## config.mk

```make
export PLATFORM = sky130hd
export DESIGN_NAME = lotr_ring_fabric
export DESIGN_NICKNAME = d
export VERILOG_FILES = /design/src/rtl/lotr_ring_fabric.sv
export SDC_FILE = /design/constraint.sdc
export NUM_CORES = 1
export LEC_CHECK = 0
export ABC_CLOCK_PERIOD_IN_PS = 10250
export CORE_ASPECT_RATIO = 0.8
export CORE_MARGIN = 2
export CORE_UTILIZATION = 51
export DETAILED_ROUTE_END_ITERATION = 16
export GPL_ROUTABILITY_DRIVEN = 0
export PLACE_DENSITY = 0.76
export SKIP_CTS_REPAIR_TIMING = 1
export SLEW_MARGIN = 30
export SYNTH_ARGS = -nofsm -noshare
export SYNTH_HDL_FRONTEND = slang
export SYNTH_SLANG_ARGS = --single-unit
```

## constraint.sdc

```tcl
create_clock -name QClk -period 10.25 [get_ports QClk]
set_clock_uncertainty 0.2 [all_clocks]
set_input_delay 1.5375 -clock QClk [delete_from_list [all_inputs] [get_ports QClk]]
set_output_delay 1.5375 -clock QClk [all_outputs]
set_load 0.03 [all_outputs]
```

## src/rtl/lotr_ring_fabric.sv

```systemverilog
// Unidirectional packet ring: one pipeline slot per stop, local inject FIFO,
// local eject port; packets for a busy stop bounce around instead of stalling.
module lotr_ring_fabric #(
  parameter int NUM_STOP  = 3,
  parameter int INJ_DEPTH = 4,
  parameter int OPCODE_W  = 2
) (
  input  logic                         QClk,
  input  logic                         RstQnnnH,
  input  logic [NUM_STOP-1:0]          InjValid,
  output logic [NUM_STOP-1:0]          InjReady,
  input  logic [NUM_STOP*10-1:0]       InjRequestor,
  input  logic [NUM_STOP*OPCODE_W-1:0] InjOpcode,
  input  logic [NUM_STOP*32-1:0]       InjAddress,
  input  logic [NUM_STOP*32-1:0]       InjData,
  output logic [NUM_STOP-1:0]          InjErr,
  output logic [NUM_STOP-1:0]          EjValid,
  input  logic [NUM_STOP-1:0]          EjReady,
  output logic [NUM_STOP*10-1:0]       EjRequestor,
  output logic [NUM_STOP*OPCODE_W-1:0] EjOpcode,
  output logic [NUM_STOP*32-1:0]       EjAddress,
  output logic [NUM_STOP*32-1:0]       EjData,
  output logic [NUM_STOP*16-1:0]       BounceCnt
);

  localparam int PW = $clog2(INJ_DEPTH);
  localparam int CW = PW + 1;

  typedef struct packed {
    logic [9:0]          req;
    logic [OPCODE_W-1:0] op;
    logic [31:0]         addr;
    logic [31:0]         data;
  } pkt_t;

  logic [NUM_STOP-1:0] ring_vld;
  pkt_t                ring_pkt [NUM_STOP];

  for (genvar i = 0; i < NUM_STOP; i++) begin : g_stop
    localparam int         PREV  = (i + NUM_STOP - 1) % NUM_STOP;
    localparam logic [7:0] MY_ID = 8'(i + 1);

    pkt_t          in_pkt;
    logic          in_vld;
    pkt_t          inj_pkt;
    logic [7:0]    inj_dst;
    logic          inj_bad;
    logic          hit;
    logic          take;
    logic          bounce;
    logic          slot_free;
    logic          full;
    logic          push;
    logic          pop;

    pkt_t          mem [INJ_DEPTH];
    logic [CW-1:0] cnt_q;
    logic [PW-1:0] wp_q;
    logic [PW-1:0] rp_q;
    logic          slot_vld_q;
    pkt_t          slot_q;
    logic [15:0]   bcnt_q;
    logic          err_q;

    assign in_vld = ring_vld[PREV];
    assign in_pkt = ring_pkt[PREV];

    assign inj_pkt.req  = InjRequestor[i*10 +: 10];
    assign inj_pkt.op   = InjOpcode[i*OPCODE_W +: OPCODE_W];
    assign inj_pkt.addr = InjAddress[i*32 +: 32];
    assign inj_pkt.data = InjData[i*32 +: 32];

    assign inj_dst = inj_pkt.addr[31:24];
    assign inj_bad = (inj_dst == 8'd0) || (inj_dst > 8'(NUM_STOP));

    assign hit       = in_vld && (in_pkt.addr[31:24] == MY_ID);
    assign take      = hit && EjReady[i];
    assign bounce    = hit && !EjReady[i];
    // A slot is reusable when nothing arrives or the arrival leaves here.
    assign slot_free = !in_vld || take;

    assign full = (cnt_q == CW'(INJ_DEPTH));
    assign push = InjValid[i] && !full && !inj_bad;
    assign pop  = slot_free && (cnt_q != '0);

    always_ff @(posedge QClk) begin
      if (push) mem[wp_q] <= inj_pkt;
    end

    always_ff @(posedge QClk or posedge RstQnnnH) begin
      if (RstQnnnH) begin
        cnt_q      <= '0;
        wp_q       <= '0;
        rp_q       <= '0;
        slot_vld_q <= 1'b0;
        slot_q     <= '0;
        bcnt_q     <= '0;
        err_q      <= 1'b0;
      end else begin
        err_q <= InjValid[i] && inj_bad;
        if (push) wp_q <= wp_q + PW'(1);
        if (pop)  rp_q <= rp_q + PW'(1);
        cnt_q <= cnt_q + CW'(push) - CW'(pop);
        // Ring traffic wins; local injection only fills a free slot.
        if (!slot_free) begin
          slot_vld_q <= 1'b1;
          slot_q     <= in_pkt;
        end else if (cnt_q != '0) begin
          slot_vld_q <= 1'b1;
          slot_q     <= mem[rp_q];
        end else begin
          slot_vld_q <= 1'b0;
        end
        if (bounce && bcnt_q != 16'hFFFF) bcnt_q <= bcnt_q + 16'd1;
      end
    end

    assign ring_vld[i] = slot_vld_q;
    assign ring_pkt[i] = slot_q;

    assign InjReady[i]                      = !full;
    assign InjErr[i]                        = err_q;
    assign EjValid[i]                       = hit;
    assign EjRequestor[i*10 +: 10]          = in_pkt.req;
    assign EjOpcode[i*OPCODE_W +: OPCODE_W] = in_pkt.op;
    assign EjAddress[i*32 +: 32]            = in_pkt.addr;
    assign EjData[i*32 +: 32]               = in_pkt.data;
    assign BounceCnt[i*16 +: 16]            = bcnt_q;
  end

endmodule

```

==> results by group, run 1 <==
Run status
  – Outcome: complete, no violations

Logic synthesis
  – Mapped Avg Cell Area: between 15 and 20 um^2
  – Post-synth EDFFs: 912
  – Netlist cell types: 50
  – Synthesized flop and latch total: 1215
  – Cell area after synthesis: approximately 47000 um^2
  – Yosys top cell area share: 0.5824
  – Syn nets: between 2000 and 3000
  – Mapped Cells: between 2000 and 3000
  – Ys Warns: 0
  – Synth area leader: edfxtp_1
  – Synth area leaders: edfxtp_1, dfrtp_1, mux4_2
  – Async S/R FF share, synth: 0.2494
  – Synth Flop Type: edfxtp_1
  – Seq/Total Area, Yosys: 0.7437

Flow run
  – Maximum capacitance violations: 0

Setup path
  – Critical Path Fanout Max: 43
  – Critical Path Start: InjAddress[90]
  – Worst setup EP type: flip-flop
  – Crit path arrival time: 4.87 ns
  – Worst path required time: 10.36 ns
  – Critical path launch point type: primary input
  – FF-to-FF Start: g_stop[0].slot_vld_q
  – CP Class: in2reg

Detailed routing
  – ANT nets after route: 0
  – DRC Markers: 0
  – DRT iter0 DRCs: 2728
  – Post-DR vias/cell: 5.881
  – Drt pass-1 iters: 5
  – Detailed-route via count: 25917
  – Routed WL per cell: 27.89 um
  – Routed wire length: ~120000 um

Place
  – Cell count after placement: roughly 4200
  – Dpl hpwl: 80410 um
  – Port buffer count: 520

STA
  – Final worst-path cycle share: 0.4646
  – Slew Limit Fails: 0
  – Worst slew margin relative to its limit: 0.3579
  – Final min period: 4.762 ns
  – Worst-margin pin slew: 0.9632 ns
  – Fmax: 210.0 MHz
  – RSZ-0062 raised after global routing: false
  – Worst hold slack: 0.3028 ns
  – Setup TNS: 0 ns
  – Final Hold Violating Endpoints: 0
  – # setup viols final: 0

Final layout
  – Layout area overhead: 22.32%
  – Fin nets: 3342
  – Share of post-route cells with drive strength above 1: 0.1512
  – Final non-filler cell total: 4407

Clock tree
  – Worst-skew pair later-pin latency: 0.71 ns
  – Clock sinks: 1215
  – CTS root buffer: clkbuf_16
  – Clk slew on worst S/H paths: 0.06 ns
  – Clock tree buffer depth: 3
  – H-Tree Depth: 3
  – Num CTS Buffers: 114
  – CTS tree: built

Global routing
  – GR Util All Layers: 0.2595
  – Initial antenna violation count: 46
  – Total gr overflow: 0
  – Global-route wire length before repair: 177600 um
  – Pin count of the biggest net entering global routing: 127
  – Vias in the first global route: 26340

Floorplan
  – IO Pins: ~520
  – Cell Rows: between 90 and 100
  – Die width: between 300 and 400 um
  – Die Y: ~280 um
  – DIE AREA: 94660 um^2
  – Core area: 91290 um^2
  – Initial Utilization: 0.5151

Power and ir drop
  – Worst vdd ir: 0.0001632 V
  – Pwr dens: 174.4 nW/um^2
  – Lkg Pwr: between 20 and 25 nW

Worst hold path
  – Hold path start: g_stop[1].bcnt_q[8]
  – Worst Hold Class: reg2reg
worst paths after layout:
check | to | slack, ns | depth (start not counted)
worst max-delay path | g_stop[2].mem[0][0] | 5.49 | 6
worst min-delay path | g_stop[1].bcnt_q[8] | 0.30 | 1
worst max register to register | g_stop[1].cnt_q[2] | 6.78 | 12
worst min register to register | g_stop[1].bcnt_q[8] | 0.30 | 1
max in group asynchronous | EjData[27] | 6.81 | 4
min in group asynchronous | g_stop[0].bcnt_q[7] | 1.14 | 2
routing by layer:
metal / global-route usage / part of all wire / routed length [um] / vias up
li1: - / - / - / 10979
met3: 0.06887 / 0.092 / 11330 / 233
met4: 0.07607 / 0.026 / 3214 / 56
met1: 0.3471 / 0.39 / 47370 / 13462
met5: 0 / 0.0030 / 365 / -
met2: 0.4232 / 0.49 / 60640 / 1187
cells in the mapped netlist, drive strengths merged (2+ instances only):
cell / count
edfxtp: 912
dfrtp: 303
nand2: 251
o21ai: 230
mux2i: 228
mux4: 228
clkbuf: 89
buf: 50
xor2: 30
inv: 29
xnor2: 29
nor2: 23
ha: 21
nand3: 19
nor3: 18
and2: 14
nor4: 13
nand4: 10
and3: 6
nand3b: 6
a21oi: 5
and4: 5
nor2b: 4
or4: 4
a21boi: 3
fa: 3
mux2: 3
or3: 3
nand2b: 2
cell usage in the layout (no fill, tap or decap), drive strengths merged, types with 13 or more instances in the layout:
cell           instances
bufinv                16
ha                    21
clkbuf               152
nor3                  18
clkdlybuf4s50        520
nor4                  13
buf                   34
nand2                251
mux2i                228
nor2                  23
diode                 14
clkinv                42
xor2                  30
inv                   33
mux4                 228
dfrtp                303
nand3                 19
and2                  14
xnor2                 29
o21ai                230
edfxtp               912
flip-flops by register name (all words and copies together), names as in the netlist:
name / cells
EjOpcode: 6
g_stop.bcnt_q: 48
g_stop.wp_q: 6
g_stop.cnt_q: 9
EjData: 96
g_stop.mem: 912
g_stop.rp_q: 6
EjAddress: 96
EjRequestor: 30
g_stop.slot_vld_q: 2
g_stop.in_vld: 1
g_stop.err_q: 3
critical path, cell delays in order:
cell	delay (ns)
clkdlybuf4s50_1	0.47
or4_1	0.56
nor4_1	0.43
and3_1	0.47
and2_4	0.58
buf_4	0.70
metrics by stage:
stage          instance area (um^2)  setup WS, ns    util  power (mW)
3_3_place_gp                  53470         4.799  0.5857       5.708
6_report                      57520         5.488  0.6301       10.03
5_1_grt                       57510         5.354  0.6300       10.30
3_5_place_dp                  53480         4.734  0.5858       5.728
4_1_cts                       57410         5.476  0.6289       10.08
2_1_floorplan                 47020        0.1382       -       5.546
logic make-up after synthesis:
logic type,synth area share
flip-flops,0.7437
multiplexers,0.1585
AND/OR/NAND/NOR,0.03717
AO/OA/AOI/OAI,0.02698
buffers and inverters,0.01573
XOR/XNOR,0.01115
adder cells (fa/ha/maj),0.006865
report_power, final:
group | internal [mW] | switching (mW) | total [mW]
combinational | 0.133 | 0.151 | 0.284
clock | 2.56 | 1.84 | 4.41
sequential | 5.32 | 0.0225 | 5.34
layout make-up:
| cell class | count | area (um^2) |
|---|---|---|
| clock inverters | 63 | 799.5 |
| clock buffers | 152 | 3137 |
| repair buffers | 554 | 5528 |
| diodes | 14 | 35.03 |
| fillers | 6226 | 33770 |
| flip-flops and latches | 1215 | 34990 |
| inverters | 30 | 126.4 |
| well taps | 1212 | 1516 |
| multi-input cells | 1167 | 11390 |
Note: power is estimated with default switching activity, not from simulation.
==> inputs of run 2 (changes only) <==
ABC_CLOCK_PERIOD_IN_PS = 5000   (was 10250)
CORE_UTILIZATION = 56   (was 51)
PLACE_DENSITY = 0.79   (was 0.76)
clock period = 5 ns   (was 10.25 ns; I/O delays follow)
==> results by group, run 2 (same netlist as run 1, synthesis figures left out) <==
Global routing
  – Global-route wire length before repair: 180400 um (+1.6%)
  – Vias in the first global route: 27013 (+2.6%)
  – Total gr overflow: 0 (unchanged)
  – Pin count of the biggest net entering global routing: 146 (+15%)
  – GR Util All Layers: 0.2869 (+0.02733)
  – Initial antenna violation count: 63 (+37%)

STA
  – # setup viols final: 0 (unchanged)
  – Final Hold Violating Endpoints: 0 (unchanged)
  – Worst-margin pin slew: 0.9576 ns (-0.005561 ns)
  – Final worst-path cycle share: 0.7745
  – Post-route setup slack: 1.128 ns (-4.360 ns)
  – Final min period: a little under 4 ns
  – Setup TNS: 0 ns (unchanged)
  – Slew Limit Fails: 0 (unchanged)
  – Worst slew margin relative to its limit: 0.3616 (+0.003707)
  – RSZ-0062 raised after global routing: false
  – Fmax: approximately 260 MHz

Setup path
  – Critical Path Start: EjAddress[92]
  – Crit path arrival time: 2.92 ns (-1.95 ns)
  – Critical Path Fanout Max: 4 (-91%)
  – CP delay by family, top: simple AND/OR/NAND/NOR gates
  – CP Buf/Inv Count: 2 (unchanged)
  – Worst setup EP type: primary output
  – Worst path required time: 4.05 ns (-6.31 ns)
  – CP Cell Sequence: or4_4 -> or3_4 -> inv_1 -> clkdlybuf4s50_1
  – FF-to-FF Start: EjAddress[92]
  – Critical path launch point type: flip-flop
  – CP Class: reg2out
  – Largest stage delay on the critical path: 0.73 ns (+0.03 ns)
  – CP max stage cell: clkdlybuf4s50_1

Worst hold path
  – Worst Hold Class: reg2reg
  – Hold path start: g_stop[2].bcnt_q[5]

Final layout
  – Most common cell after layout, fill and taps aside: edfxtp_1
  – Share of post-route cells with drive strength above 1: 0.1588 (+0.007604)
  – Layout area overhead: 23.07%
  – Biggest register: g_stop.mem
  – Layout Utilization: 0.6926 (+0.06249)
  – Commonest cells after routing, fill and taps aside: edfxtp_1, clkdlybuf4s50_1, dfrtp_1, nand2_1
  – Max reg flops: 912 (unchanged)
  – Cell area after layout: 57870 um^2 (+0.61%)
  – Fin nets: 3364 (+0.66%)

Power and ir drop
  – Pwr dens: 357.2 nW/um^2 (+100%)
  – Lkg Pwr: 20.21 nW (+0.97%)
  – Worst vdd ir: 0.0003122 V (+91%)
  – Total power: 20.67 mW (+110%)

Detailed routing
  – Detailed-route via count: 26132 (+0.83%)
  – DRT iter0 DRCs: 2579 (-5.5%)
  – ANT nets after route: 0 (unchanged)
  – DRC Markers: 0 (unchanged)
  – Post-DR vias/cell: 6.003 (+2.1%)
  – Routed WL per cell: 28.19 um (+1.1%)
  – Routed wire length: 122700 um (-0.16%)
  – Drt pass-1 iters: 7 (+2)

Place
  – Dpl hpwl: 81520 um (+1.4%)
  – DP Worst Slack: 0.9979 ns (-3.737 ns)
  – Port buffer count: 520 (unchanged)
  – Post-DP Area: 53750 um^2 (+0.51%)

Floorplan
  – DIE AREA: 86320 um^2 (-8.8%)
  – Die width: 328.0 um (-4.5%)
  – IO Pins: 521 (unchanged)
  – Initial Utilization: 0.5627 (+0.04765)
  – Core area: 83560 um^2 (-8.5%)
  – Die Y: 263.2 um (-4.5%)
  – Cell Rows: 95 (-4.0%)

Clock tree
  – H-Tree Depth: 3 (unchanged)
  – CTS tree: built
  – Worst-skew pair later-pin latency: 0.70 ns (about the same)
  – Clock sinks: 1215 (unchanged)
  – Num CTS Buffers: 114 (unchanged)
  – Clock tree buffer depth: 3 (unchanged)
  – CTS root buffer: clkbuf_16
  – Clk slew on worst S/H paths: 0.06 ns (about the same)

Flow run
  – Maximum capacitance violations: 0 (unchanged)

Run status
  – Outcome: complete, no violations
## run 2: cell types whose count changed in the layout (fill, tap and decap cells not counted), sizes merged
| cell | before | now |
|---|---|---|
| diode | 14 | 33 |
| clkbuf | 152 | 160 |
| clkinv | 42 | 33 |
| clkinvlp | 2 | 5 |
| buf | 34 | 56 |
## run 2: path summary, 6_finish.rpt
path / slack [ns] / to / depth (start not counted)
worst max-delay path: 1.13 / EjValid[2] / 4
worst min-delay path: 0.31 / g_stop[2].bcnt_q[5] / 1
worst max register to register: 1.99 / g_stop[2].cnt_q[2] / 10
worst min register to register: 0.31 / g_stop[2].bcnt_q[5] / 1
max in group asynchronous: 3.19 / EjData[40] / 3
min in group asynchronous: 0.32 / EjAddress[27] / 2
## run 2: power breakdown
part	internal, mW	switching [mW]	total (mW)	leakage [nW]
Sequential	10.9	0.0461	11.0	11.1
Combinational	0.278	0.313	0.591	7.16
Clock	5.37	3.76	9.13	1.96
## run 2: worst register-to-register path: cells and delay by family (launching register included)
family	cells	cell delay, ns
simple gates	3	1.09
buf+inv	2	0.19
fa+ha+maj	3	0.76
compound gates	1	0.09
flops	1	0.43
xor+xnor	1	0.14
## run 2: layer usage
metal,part of all wire,vias up,global-route usage
met1,0.38,13588,0.3794
met3,0.094,254,0.08869
met5,0.0030,-,0
met2,0.50,1164,0.4588
met4,0.027,62,0.09261
li1,-,11064,-
## run 2: metrics by stage
step	hold slack, ns	cells
global placement	0.2737	4100
global route	0.3237	4345
detailed placement	0.2898	4101
CTS	0.3021	4318
finish	0.3070	4353
floorplan	0.3417	2551
## run 2: final cells by class
cell class / count / area [um^2]
timing repair buffer: 576 / 5907
fill: 5168 / 25690
multi-input combinational: 1167 / 11390
tap: 1115 / 1395
sequential: 1215 / 34990
inverter: 30 / 117.6
clock buffer: 160 / 3249
clock inverter: 57 / 742.0
antenna: 33 / 82.58
